File: src/rtl/t03_mmio_requester.sv
`timescale 1ns/1ps
// Bus initiator between the core and the t03 MMIO responder: arbitrates fetch/load/store,
// holds the strobe until ack (or timeout) and returns data with a one-cycle done pulse.
module t03_mmio_requester #(
   parameter int unsigned TIMEOUT_CYCLES = 255
) (
   input  logic        clk,
   input  logic        rst,
   input  logic        i_fetch_req,
   input  logic [31:0] i_fetch_addr,
   output logic [31:0] i_instr,
   output logic        i_fetch_done,
   input  logic        d_read_req,
   input  logic        d_write_req,
   input  logic [31:0] d_addr,
   input  logic [31:0] d_wdata,
   output logic [31:0] d_rdata,
   output logic        d_done,
   output logic        freeze,
   output logic [31:0] mem_address,
   output logic [31:0] mem_data,
   output logic        mem_read,
   output logic        mem_write,
   input  logic [31:0] mem_dataOut,
   input  logic        mem_ack,
   output logic        timeout_err
);

   typedef enum logic [1:0] {ST_IDLE, ST_BUS, ST_DONE} state_t;
   typedef enum logic [1:0] {K_FETCH, K_READ, K_WRITE} kind_t;

   state_t      state;
   kind_t       kind;
   logic [31:0] count;
   logic        any_req;
   logic        timed_out;
   logic [31:0] rd_value;

   assign any_req   = i_fetch_req | d_read_req | d_write_req;
   assign timed_out = (TIMEOUT_CYCLES != 0) && (count + 32'd1 == TIMEOUT_CYCLES);
   // An ack on the final allowed cycle still wins over the timeout.
   assign rd_value  = mem_ack ? mem_dataOut : 32'hDEADDEAD;

   // NOTE: freeze is combinational on the request inputs so the core stalls in the same
   // cycle it asks, without waiting for the request to be registered.
   assign freeze = (state == ST_BUS) || ((state == ST_IDLE) && any_req);

   // NOTE: all state and registered outputs use non-blocking assignments only.
   always_ff @(posedge clk) begin
      if (rst) begin
         state        <= ST_IDLE;
         kind         <= K_FETCH;
         count        <= '0;
         i_instr      <= '0;
         i_fetch_done <= 1'b0;
         d_rdata      <= '0;
         d_done       <= 1'b0;
         mem_address  <= '0;
         mem_data     <= '0;
         mem_read     <= 1'b0;
         mem_write    <= 1'b0;
         timeout_err  <= 1'b0;
      end else begin
         i_fetch_done <= 1'b0;
         d_done       <= 1'b0;
         unique case (state)
            ST_IDLE: begin
               if (any_req) begin
                  state    <= ST_BUS;
                  count    <= '0;
                  mem_data <= d_wdata;
                  if (d_write_req) begin
                     kind        <= K_WRITE;
                     mem_write   <= 1'b1;
                     mem_address <= {d_addr[31:2], 2'b00};
                  end else if (d_read_req) begin
                     kind        <= K_READ;
                     mem_read    <= 1'b1;
                     mem_address <= {d_addr[31:2], 2'b00};
                  end else begin
                     kind        <= K_FETCH;
                     mem_read    <= 1'b1;
                     mem_address <= {i_fetch_addr[31:2], 2'b00};
                  end
               end
            end
            ST_BUS: begin
               if (mem_ack || timed_out) begin
                  state     <= ST_DONE;
                  mem_read  <= 1'b0;
                  mem_write <= 1'b0;
                  if (!mem_ack) timeout_err <= 1'b1;
                  unique case (kind)
                     K_FETCH: begin
                        i_instr      <= rd_value;
                        i_fetch_done <= 1'b1;
                     end
                     K_READ: begin
                        d_rdata <= rd_value;
                        d_done  <= 1'b1;
                     end
                     default: d_done <= 1'b1;
                  endcase
               end else begin
                  count <= count + 32'd1;
               end
            end
            ST_DONE: state <= ST_IDLE;
            default: state <= ST_IDLE;
         endcase
      end
   end

endmodule

File: config.mk
export PLATFORM = sky130hd
export DESIGN_NAME = t03_mmio_requester
export DESIGN_NICKNAME = d
export VERILOG_FILES = /design/src/rtl/t03_mmio_requester.sv
export SDC_FILE = /design/constraint.sdc
export NUM_CORES = 1
export LEC_CHECK = 0
export CAP_MARGIN = 40
export CORE_UTILIZATION = 49
export DETAILED_ROUTE_END_ITERATION = 16
export PLACE_DENSITY = 0.87
export SYNTH_ARGS = -nofsm -noshare
export SYNTH_HDL_FRONTEND = slang
export SYNTH_SLANG_ARGS = --single-unit
File: constraint.sdc
create_clock -name clk -period 5.73 [get_ports clk]
set_clock_uncertainty 0.15 [all_clocks]
set_input_delay 1.4325 -clock clk [delete_from_list [all_inputs] [get_ports clk]]
set_output_delay 1.4325 -clock clk [all_outputs]
set_load 0.03 [all_outputs]
==> impl_metrics.toml <==
[outcome]
status = "finished, final reports clean"

[placement]
place_ws_ns = 1.14
hpwl_mm = 15.8
port_buffers = 261
place_congestion = 0.918

[flow_run]
max_cap_violations = 0

[cells_and_area]
finish.utilization_pct = 71.5
synthToLayoutAreaGrowth_pct = 42.8
num-fill-cells = 1096
multi_input_area_sq_um = 3710
antenna_cells = 0
regArea_sq_um = 3340
fin_nets = 1263
drive_gt1_share_pct = 6.93

[setup_path]
required_ns = 4.15
critPathCaptureType = "primary output"
cp-start-kind = "input port"
crit_fanout = 2
arrival_ns = 3.02
r2r_cells = 9
critical_path_class = "input port to primary output"

[synthesis]
ys_top_cells_by_count = "dfxtp_1 (167), nand2_1 (130), nor2_1 (82)"
synthCells = 923
syn_area_sq_um = 7610
synth_edf_count = 0
ys_seq_area_share_pct = 43.9
synth_most_common_cell = "dfxtp_1"
synth_seq_cells = 167
synth_area_leaders = "dfxtp_1 (44%), nand2_1 (6.4%), a221oi_1 (5.1%), a311oi_1 (4.8%), nor2_1 (4.0%)"
yosysUniqueCellTypes = 68
yosys_warnings = 0
async_flop_share_pct = 0
ys.flop_type = "dfxtp_1"
synth_top_area_share_pct = 43.9
synth_top_area_cell = "dfxtp_1"
avgSynthCellArea_sq_um = 8.25

[grt]
grt_max_degree = 80
grt_pass1_wl_mm = 37.3
grt_pass1_vias = 7668
overflow = 0
antenna_found_initial = 0
grt_usage_pct = 29.0

[timing]
fin_setup_tns_ns = 0
post-route-period-util_pct = 80.3
worst_slew_pin_slew_ns = 0.827
rsz0062_at_grt = "false"
drv_slew = 0
worst_slack_ns = 1.13
hold_viol = 0
relSlewSlack_pct = 44.7
max_freq_ghz = 0.217
hold-worst-slack_ns = 0.305
fin_crit_ns = 4.60
setup_viol = 0

[die]
ios = 268
fp.dieW_microns = 127
die-area_sq_um = 16000
fp-row-count = 45
start_util_pct = 50.1
core_area_sq_um = 15200
die_y_microns = 127

[cts]
post_cts_resized = 0
cts_buffer_depth = 2
post_cts_buffers = 0
htreeDepth = 4
root_buffer = "clkbuf_16"
cts_sinks = 167
cts_buffers = 17
cts.reportedPaths.clkPinSlew_ns = 0.07
hold_buffers = 0
clk_latency_ns = 0.43
tritoncts = "done"

[worst_hold_path]
min_path_type = "register to register"
hold_depth = 2

[power]
p_leak_nw = 3.82
power_mw = 3.03
peakVddDrop_mv = 0.226
p_per_area_nw_per_um2 = 279

[routing]
firstDrtPassIters = 6
initialDrtViolationCount = 601
wirelength_mm = 23.0
vias_per_cell = 5.95
drc = 0
antenna_left = 0
wl_per_cell_microns = 17.3
vias = 7904
metrics by stage:
step / cells / instance area (sq um)
after CTS: 1328 / 10900
after global placement: 1287 / 10100
final: 1328 / 10900
after detailed placement: 1296 / 10300
after global routing: 1328 / 10900
after floorplan: 924 / 7620
routing by layer:
layer	GRT usage (%)	wire [microns]	vias up
met3	7.93	2050	72
met5	0	0	-
met2	49.7	11400	405
met1	33.5	8640	3676
li1	-	-	3751
met4	14.3	895	0
placed cells by master, fill, tap and decap left out, types with 17 or more instances in the layout:
| cell | Yosys | final |
|---|---|---|
| nor2_1 | 82 | 80 |
| clkdlybuf4s50_1 | 0 | 260 |
| clkbuf_16 | 0 | 17 |
| a31oi_1 | 28 | 28 |
| nand4_1 | 20 | 20 |
| a21oi_1 | 55 | 55 |
| o21ai_0 | 47 | 47 |
| inv_1 | 53 | 53 |
| nand2_1 | 130 | 130 |
| nand3_1 | 21 | 21 |
| a311oi_1 | 42 | 42 |
| a221oi_1 | 44 | 44 |
| dfxtp_1 | 167 | 167 |
layout make-up:
class                      instances  area share (%)
tap                              188            2.16
multi-input combinational        612            34.1
clock inverter                    15            1.57
inverter                          53            1.83
timing repair buffer             276            25.7
sequential                       167            30.8
clock buffer                      17            3.91
where the power goes:
part / leakage (nW) / internal (mW) / switching, mW
registers: 1.36 / 1.23 / 0.0371
clock network: 0.292 / 0.589 / 0.550
logic: 2.16 / 0.261 / 0.363
total: 3.82 / 2.08 / 0.950
registers in the layout, indices dropped and copies added (netlist names):
signal / count
mem_address: 30
d_done: 1
state: 2
count: 32
i_fetch_done: 1
mem_write: 1
mem_read: 1
d_rdata: 32
mem_data: 32
kind: 2
timeout_err: 1
i_instr: 32
logic make-up (layout without fill, tap and decap cells):
group                      Yosys count  after routing  share of synthesized area, %
adders and majority gates            2              2                         0.329
DFF                                167            167                          43.9
muxes                                4              4                         0.608
AOI/OAI and AO/OA                  266            266                          25.3
buffers and inverters              145            361                          7.86
xor gates and xnor gates            15             15                          1.73
other                                1              2                        0.0493
and+or+nand+nor                    323            323                          20.2
final timing paths:
check	start	to	slack, ns
hold reg to reg	mem_data[14]	mem_data[14]	0.30
setup reg to reg	count[1]	count[8]	1.55
setup / recovery	d_write_req	freeze	1.13
hold / removal	mem_data[14]	mem_data[14]	0.30
critical path, stage by stage:
cell             delay [ns]
clkdlybuf4s50_1        0.47
o31ai_4                0.31
nand2_1                0.15
clkdlybuf4s50_1        0.65
Note: power is estimated with default switching activity, not from simulation.
